===== src/rtl/sha2_pkg.sv =====
`default_nettype none
// ----------------------------------------------------------------------
// sha2_pkg : SHA-256/224 constants, FSM state type and round helpers
// Revision : 1.0
// ----------------------------------------------------------------------
package sha2_pkg;

  typedef enum logic [1:0] {IDLE, ROUND, FINAL, OUT} state_t;

  localparam logic [255:0] IV256 = {32'h6a09e667, 32'hbb67ae85, 32'h3c6ef372, 32'ha54ff53a,
                                    32'h510e527f, 32'h9b05688c, 32'h1f83d9ab, 32'h5be0cd19};
  localparam logic [255:0] IV224 = {32'hc1059ed8, 32'h367cd507, 32'h3070dd17, 32'hf70e5939,
                                    32'hffc00b31, 32'h68581511, 32'h64f98fa7, 32'hbefa4fa4};

  localparam logic [31:0] K [0:63] = '{
    32'h428a2f98, 32'h71374491, 32'hb5c0fbcf, 32'he9b5dba5, 32'h3956c25b, 32'h59f111f1, 32'h923f82a4, 32'hab1c5ed5,
    32'hd807aa98, 32'h12835b01, 32'h243185be, 32'h550c7dc3, 32'h72be5d74, 32'h80deb1fe, 32'h9bdc06a7, 32'hc19bf174,
    32'he49b69c1, 32'hefbe4786, 32'h0fc19dc6, 32'h240ca1cc, 32'h2de92c6f, 32'h4a7484aa, 32'h5cb0a9dc, 32'h76f988da,
    32'h983e5152, 32'ha831c66d, 32'hb00327c8, 32'hbf597fc7, 32'hc6e00bf3, 32'hd5a79147, 32'h06ca6351, 32'h14292967,
    32'h27b70a85, 32'h2e1b2138, 32'h4d2c6dfc, 32'h53380d13, 32'h650a7354, 32'h766a0abb, 32'h81c2c92e, 32'h92722c85,
    32'ha2bfe8a1, 32'ha81a664b, 32'hc24b8b70, 32'hc76c51a3, 32'hd192e819, 32'hd6990624, 32'hf40e3585, 32'h106aa070,
    32'h19a4c116, 32'h1e376c08, 32'h2748774c, 32'h34b0bcb5, 32'h391c0cb3, 32'h4ed8aa4a, 32'h5b9cca4f, 32'h682e6ff3,
    32'h748f82ee, 32'h78a5636f, 32'h84c87814, 32'h8cc70208, 32'h90befffa, 32'ha4506ceb, 32'hbef9a3f7, 32'hc67178f2};

  function automatic logic [31:0] rotr(input logic [31:0] x, input int unsigned n);
    return (x >> n) | (x << (32 - n));
  endfunction

  function automatic logic [31:0] bsig0(input logic [31:0] x);
    return rotr(x, 2) ^ rotr(x, 13) ^ rotr(x, 22);
  endfunction

  function automatic logic [31:0] bsig1(input logic [31:0] x);
    return rotr(x, 6) ^ rotr(x, 11) ^ rotr(x, 25);
  endfunction

  function automatic logic [31:0] ssig0(input logic [31:0] x);
    return rotr(x, 7) ^ rotr(x, 18) ^ (x >> 3);
  endfunction

  function automatic logic [31:0] ssig1(input logic [31:0] x);
    return rotr(x, 17) ^ rotr(x, 19) ^ (x >> 10);
  endfunction

  function automatic logic [31:0] ch(input logic [31:0] e, input logic [31:0] f, input logic [31:0] g);
    return (e & f) ^ (~e & g);
  endfunction

  function automatic logic [31:0] maj(input logic [31:0] a, input logic [31:0] b, input logic [31:0] c);
    return (a & b) ^ (a & c) ^ (b & c);
  endfunction

endpackage
`default_nettype wire


===== src/rtl/sha2_round.sv =====
`default_nettype none
// ----------------------------------------------------------------------
// sha2_round : one combinational SHA-2 compression round, a..h packed a-first
// Revision   : 1.0
// ----------------------------------------------------------------------
module sha2_round
  import sha2_pkg::*;
(
  input  logic [255:0] state_i,
  input  logic [31:0]  k_i,
  input  logic [31:0]  w_i,
  output logic [255:0] state_o
);
  logic [31:0] a, b, c, d, e, f, g, h;
  logic [31:0] t1, t2;

  assign {a, b, c, d, e, f, g, h} = state_i;
  assign t1 = h + bsig1(e) + ch(e, f, g) + k_i + w_i;
  assign t2 = bsig0(a) + maj(a, b, c);
  assign state_o = {t1 + t2, a, b, c, d + t1, e, f, g};

endmodule
`default_nettype wire


===== src/rtl/sha2_stream_core.sv =====
`default_nettype none
// ----------------------------------------------------------------------
// sha2_stream_core : block-streaming SHA-256/224 core, ROUNDS_PER_CYCLE rounds/clk
// Revision         : 1.0
// ----------------------------------------------------------------------
module sha2_stream_core
  import sha2_pkg::*;
#(
  parameter int ROUNDS_PER_CYCLE = 1
) (
  input  logic         clk,
  input  logic         rst,
  input  logic         blk_valid,
  output logic         blk_ready,
  input  logic [511:0] blk_data,
  input  logic         blk_first,
  input  logic         blk_last,
  input  logic         mode224,
  output logic         dig_valid,
  input  logic         dig_ready,
  output logic [255:0] digest,
  output logic         busy
);
  localparam int         c_R    = ROUNDS_PER_CYCLE;
  localparam logic [5:0] c_STEP = 6'(ROUNDS_PER_CYCLE);
  localparam logic [5:0] c_LAST = 6'(64 - ROUNDS_PER_CYCLE);

  if (!(c_R == 1 || c_R == 2 || c_R == 4)) begin : g_bad_rpc
    $error("sha2_stream_core: ROUNDS_PER_CYCLE must be 1, 2 or 4");
  end

  state_t       state_q;
  logic [255:0] h_q;
  logic [255:0] work_q;
  logic [31:0]  win_q [16];
  logic [5:0]   rnd_q;
  logic         open_q, last_q, mode_q;
  logic         blk_ready_q, dig_valid_q, busy_q;

  // Window extended by the c_R words this cycle needs; new words may feed each other.
  logic [31:0]  ext_d [16+c_R];
  wire  [c_R:0][255:0] chain_d;
  logic         first_sel;
  logic [255:0] iv_sel;

  always_comb begin
    for (int i = 0; i < 16; i++) ext_d[i] = win_q[i];
    for (int j = 0; j < c_R; j++)
      ext_d[16+j] = ssig1(ext_d[14+j]) + ext_d[9+j] + ssig0(ext_d[1+j]) + ext_d[j];
  end

  assign chain_d[0] = work_q;

  for (genvar j = 0; j < c_R; j++) begin : g_round
    sha2_round u_round (
      .state_i (chain_d[j]),
      .k_i     (K[rnd_q + 6'(j)]),
      .w_i     (ext_d[j]),
      .state_o (chain_d[j+1])
    );
  end

  assign first_sel = blk_first || !open_q;
  assign iv_sel    = mode224 ? IV224 : IV256;

  always_ff @(posedge clk or posedge rst) begin
    if (rst) begin
      state_q     <= IDLE;
      blk_ready_q <= 1'b1;
      dig_valid_q <= 1'b0;
      busy_q      <= 1'b0;
      h_q         <= '0;
      work_q      <= '0;
      rnd_q       <= '0;
      open_q      <= 1'b0;
      last_q      <= 1'b0;
      mode_q      <= 1'b0;
      for (int i = 0; i < 16; i++) win_q[i] <= '0;
    end else begin
      case (state_q)
        IDLE: begin
          if (blk_valid && blk_ready_q) begin
            for (int i = 0; i < 16; i++) win_q[i] <= blk_data[511-32*i -: 32];
            if (first_sel) begin
              h_q    <= iv_sel;
              work_q <= iv_sel;
              mode_q <= mode224;
            end else begin
              work_q <= h_q;
            end
            open_q      <= 1'b1;
            last_q      <= blk_last;
            rnd_q       <= '0;
            blk_ready_q <= 1'b0;
            busy_q      <= 1'b1;
            state_q     <= ROUND;
          end
        end
        ROUND: begin
          work_q <= chain_d[c_R];
          for (int i = 0; i < 16; i++) win_q[i] <= ext_d[i+c_R];
          rnd_q <= rnd_q + c_STEP;
          if (rnd_q == c_LAST) state_q <= FINAL;
        end
        FINAL: begin
          for (int i = 0; i < 8; i++)
            h_q[255-32*i -: 32] <= h_q[255-32*i -: 32] + work_q[255-32*i -: 32];
          if (last_q) begin
            dig_valid_q <= 1'b1;
            state_q     <= OUT;
          end else begin
            blk_ready_q <= 1'b1;
            busy_q      <= 1'b0;
            state_q     <= IDLE;
          end
        end
        OUT: begin
          if (dig_ready) begin
            dig_valid_q <= 1'b0;
            open_q      <= 1'b0;
            blk_ready_q <= 1'b1;
            busy_q      <= 1'b0;
            state_q     <= IDLE;
          end
        end
        default: state_q <= IDLE;
      endcase
    end
  end

  assign blk_ready = blk_ready_q;
  assign dig_valid = dig_valid_q;
  assign busy      = busy_q;
  assign digest    = mode_q ? {h_q[255:32], 32'h0} : h_q;

endmodule
`default_nettype wire


===== config.mk =====
export PLATFORM = sky130hd
export DESIGN_NAME = sha2_stream_core
export DESIGN_NICKNAME = d
export VERILOG_FILES = /design/src/rtl/sha2_pkg.sv /design/src/rtl/sha2_round.sv /design/src/rtl/sha2_stream_core.sv
export SDC_FILE = /design/constraint.sdc
export NUM_CORES = 2
export LEC_CHECK = 0
export ABC_AREA = 1
export BUFFER_PORTS_ARGS = -buffer_cell sky130_fd_sc_hd__buf_2
export CORE_MARGIN = 1
export CORE_UTILIZATION = 45
export DETAILED_ROUTE_END_ITERATION = 6
export PLACE_DENSITY_LB_ADDON = 0.3
export SLEW_MARGIN = 20
export SYNTH_ARGS = -nofsm -noshare
export SYNTH_HDL_FRONTEND = slang
export SYNTH_HIERARCHICAL = 1
export SYNTH_SLANG_ARGS = --single-unit

===== constraint.sdc =====
create_clock -name clk -period 28.7 [get_ports clk]
set_clock_uncertainty 0.1 [all_clocks]
set_input_delay 1.435 -clock clk [delete_from_list [all_inputs] [get_ports clk]]
set_output_delay 1.435 -clock clk [all_outputs]
set_load 0.005 [all_outputs]

; ---- Yosys cells after proc, flatten, opt, wreduce, memory -nomap -nowiden
; Memory sizes are Yosys's and may differ from the RTL's.
; Index checks and enable logic that the tools add are counted.
[classes]
add_sub_neg = 19
n_lt_le_gt_ge = 1
eq_ne = 9
muxes = 28
bitwise_logic = 28
reduce_logical = 17
[ops]
columns = cell, count
row1 = $pmux 256 s2, 2
row2 = $pmux 512 s2, 1
row3 = $mux 256, 3
row4 = $add 32x32->32, 18
row5 = $mux 512, 1
row6 = $xor 32x32->32, 9
row7 = $and 32x32->32, 5
row8 = $mux 32, 3
row9 = $not 32->32, 1
row10 = $or 10x32->32, 1
row11 = $or 13x32->32, 1
row12 = $or 14x32->32, 1
row13 = $or 15x32->32, 1
row14 = $or 19x32->32, 1
row15 = $or 21x32->32, 1
row16 = $or 25x32->32, 1
row17 = $or 26x32->32, 1
row18 = $or 30x32->32, 1
row19 = $or 7x32->32, 1
row20 = $xor 32x22->32, 1
row21 = $xor 32x29->32, 1
row22 = $pmux 6 s2, 1
row23 = $reduce_and 3->1, 4
row24 = $ne 2x2->1 const B, 5
row25 = other kinds (20), 37
[word_totals]
reg_bits = 1038
mem_bits_ro = 2048
inputBits = 519
output_inout_bits = 259
elab_cells = 129
memories = 1
[memory_table]
columns = name, depth, width, rd, rd_ports_with_merged_regs, write_ports, line
row1 = (no name shown), 64, 32, 1, 0, 0, sha2_stream_core.sv:57  ; .k_i (K[rnd_q + 6'(j)]),

; ---- Logic depth before layout (Yosys ltp)
[logic_depth]
depth_word = 9
depth_mapped = 43
ltp_nobuf = 42

; ---- Modules after synthesis
; Netlist, hierarchy kept.
[by_module_without_submodules]
columns = mod, instances, cells_each, area_each_um2, seq_area_each_um2
row1 = sha2_stream_core, 1, 10307, 72102.9, 25976.2
row2 = sha2_round, 1, 1839, 12454.4, 0.0

; ---- Least setup slack after synthesis
; No wires, ideal clock.
[synth_timing]
path_type = flip-flop to flip-flop
start = register rnd_q[1]
end = register work_q[255]
setup_ns = 0.126
t_arrival_ns = 6.180
required_ns = 28.474
slack_ns = 22.294
path_stages_with_launch = 35
path_buffers = 0
synth_period_minus_slack_ns = 6.406
cell_sequence = dfrtp_1 > inv_1 > ha_1 > inv_1 > nor2_2 > inv_1 > nand3_1 > a21oi_1 > nor2_1 > a32oi_1 > fa_1 > inv_1 > fa_1 > inv_1 > ha_1 > nand2_1 > o21ai_0 > a21oi_2 > o21bai_1 > xor2_1 > fa_1 > ha_1 > nand2_1 > inv_1 > nand2_1 > nand2_1 > a21oi_1 > nand2_2 > nand2_1 > nand3_1 > nand2_1 > inv_1 > nand2_1 > nand2_1 > a221o_1
[synth_rtl]
columns = element, line
row1 = start: declaration, sha2_stream_core.sv:36  ; logic [5:0] rnd_q;
row2 = start signal: assignment, sha2_stream_core.sv:102  ; rnd_q <= rnd_q + c_STEP;
row3 = end signal: assignment, sha2_stream_core.sv:86  ; work_q <= iv_sel;
row4 = end signal: assignment, sha2_stream_core.sv:89  ; work_q <= h_q;
row5 = end signal: assignment, sha2_stream_core.sv:100  ; work_q <= chain_d[c_R];
row6 = end: declaration, sha2_stream_core.sv:34  ; logic [255:0] work_q;

==> impl_metrics.toml <==
[cts]
clk_path_buf_depth = 3
cts_hold_buf = 0
cts_resized = 0
clockRootBuffer = "clkbuf_16"
cts_tree = "done"
htreeDepth = 3
numCtsBuffers = 121
cts_setup_buffers = 0
clock_latency_ps = 840
cts.clk_slew.worst_paths_ps = 60
clkSinkCount = 1038

[critical_path]
start_kind = "flop"
cpLargestDelayFamily = "compound AO/OA/AOI/OAI gates"
crit_required_ps = 29300
ff2ff_path_depth = 31
crit_path_end_kind = "flop"
crit_end = "work_q[254]"
rrSetupSlack_ps = 20480
worst-path-buf-inv = 5
arrival_ps = 8820
cpMaxStageDelayCell = "fa_1"
path_class = "flop to flop"
r2r-end = "work_q[254]"
crit_top_cell = "nand2_1"
crit_start = "rnd_q[2]"
crit_cells = 31
slowest_delay_ps = 560
critical_path.max_fanout = 35
r2r-start = "rnd_q[2]"

[outcome]
status = "finished, violations left"
violations = "DRC"

[layout]
finalNetCount = 13350
area_growth_pct = 8.203
final_cells = 14870
drive_gt1_share_pct = 9.471

[grt]
grt_max_degree = 231
grt_use_met2_pct = 60.26
gr-total-overflow = 0
met1_usage_pct = 49.58
grt_pass1_wl_um = 540400
top_usage_layer = "met2"
antenna_found_initial = 65
grt_use_met3_pct = 7.343
grtUsageTotal_pct = 38.40
grt_pass1_vias = 80100

[yosys]
syn_avg_cell_area_um2 = 6.962
yosys_warnings = 6
yosys.area.top_type = "dfrtp_1"
synth_top_family_by_area = "simple AND/OR/NAND/NOR gates"
synth-compound-area-share_pct = 15.53
synth.mux.area_fraction_pct = 0.3300
synthXorXnorAreaFrac_pct = 3.781
syn_nets = 13250
yosys_most_used_dff = "dfrtp_1"
yosys.area_share.adder_pct = 10.75
synthDistinctLibCells = 68
synth_top_area_share_pct = 30.69
synth-edff-count = 0
ys_top_cells_by_area = "dfrtp_1, nand2_1, inv_1"
async_flop_share_pct = 100.0
ys_seq_area_share_pct = 30.72
ys_ff_latch = 1038
netlist_instances = 12150
netlist_area_um2 = 84560
synthSimpleGateAreaFrac_pct = 24.93

[place]
dp_hpwl_um = 293200
place.port_buffers = 777
pre_cts_ws_ps = 20750
gp_congestion = 1.013
place_inst = 14610

[route]
drc = 2
viasPerCell = 5.663
wl_per_cell_um = 25.17
firstDrtPassIters = 7
drtIter0Drc = 9531
vias = 84200
ant_nets = 0
routed_wl_um = 374100

[sta]
tns_ps = 0
worst_pin_slew_ps = 1180
max_slew_margin_pct = 21.24
fin_crit_ps = 8224
max_freq_mhz = 121.6
hold_viol_final = 0
setup_ws_ps = 20480
final.period_utilization_pct = 28.65
setup_violations = 0
slew_viol_final = 0
rsz0062_at_grt = "false"
fin_hold_ws_ps = 374.3

[floorplan]
fp.dieH_um = 435.5
die-area_um2 = 189600
start_util_pct = 45.45
die_width_um = 435.5
coreArea_um2 = 186000
rows = 158
io_pins = 778

[hold_path]
hold_path.class = "flop to flop"
min_from = "last_q"
hold-path-cell-count = 2

[flow_run]
drv_cap = 0
metal layers:
layer,routed length [µm],up-vias
li1,-,38890
met1,150900,40230
met2,167400,4112
met3,31340,923
met4,24230,44
met5,266,-
area by class of cell:
class,count,area [µm²]
fillers,18990,94530
multi-input cells,8473,46800
flip-flops and latches,1038,25980
inverters,1761,6634
repair buffers,856,4581
clock buffers,164,3450
well taps,2480,3103
clock inverters,62,863.3
diodes,33,82.58
through the flow:
stage	cell area, µm²	utilization [%]
4_1_cts	91400	49.14
3_5_place_dp	87090	46.82
2_1_floorplan	84560	-
3_3_place_gp	87080	46.81
5_1_grt	91450	49.16
6_report	91490	49.18
registers in the layout, indices dropped and copies added, names as in the netlist, 2 cells and up:
signal / count
ext_d: 512
h_q: 256
rnd_q: 6
state_q: 2
work_q: 256
layout by cell type (no fill, tap or decap), drive strengths merged, types with 7 or more instances in the layout:
cell type,Yosys,final
o21ai,797,797
buf,701,856
o21a,7,7
inv,1758,1761
o221ai,29,29
diode,0,33
clkinv,3,36
ha,389,389
mux2,23,23
nand4,48,48
o31ai,9,9
nand3b,37,37
o21bai,64,64
xnor2,189,189
xor2,176,176
o211ai,378,378
dfrtp,1037,1037
clkbuf,173,164
a221o,43,43
a21o,9,9
o22ai,47,47
a21boi,7,7
bufinv,0,15
or2,25,25
clkinvlp,0,11
fa,195,195
and3,7,7
nor2,912,912
a31oi,201,201
nor4,9,9
nand3,611,611
nand2,3476,3476
a21oi,620,620
nor3,92,92
maj3,32,32
kinds of logic after synthesis:
kind of cell / after synthesis
AO/OA/AOI/OAI: 2237
XOR/XNOR: 365
adder cells (fa/ha/maj): 616
buffers and inverters: 2635
flip-flops: 1038
multiplexers: 25
AND/OR/NAND/NOR: 5230
worst min path at each step:
stage / end / slack (ps)
finish: last_q / 370
floorplan: last_q / 340
global placement: last_q / 360
CTS: last_q / 380
global route: last_q / 380
detailed placement: last_q / 360
worst reg2reg max path, delay by kind of cell, from the launching register on:
| kind | cells | cell delay (ps) |
|---|---|---|
| AO/OA/AOI/OAI | 11 | 2680 |
| XOR/XNOR | 1 | 350 |
| adder cells (fa/ha/maj) | 5 | 2340 |
| buffers and inverters | 5 | 1040 |
| flip-flops | 1 | 320 |
| AND/OR/NAND/NOR | 9 | 1300 |
Yosys cell counts, types with 12 or more instances:
master,instances
nor3_1,88
buf_1,25
fa_1,195
inv_2,17
or2_1,12
xor2_1,176
xnor2_1,189
maj3_1,32
a31oi_1,201
ha_1,389
nor2_2,14
mux2_2,23
nand3b_1,37
nand4_1,48
nor2_1,891
buf_2,252
o221ai_1,29
buf_4,422
dfrtp_1,1037
o21ai_0,787
nand2_1,3468
nand3_1,607
or2_2,13
inv_1,1740
o22ai_1,47
o21bai_1,64
a21oi_1,617
o211ai_1,377
clkbuf_1,173
a221o_1,43
Power is left out: the tool's default activity adds up to more than one toggle a clock period on the data nets, which glitch-free logic cannot reach.
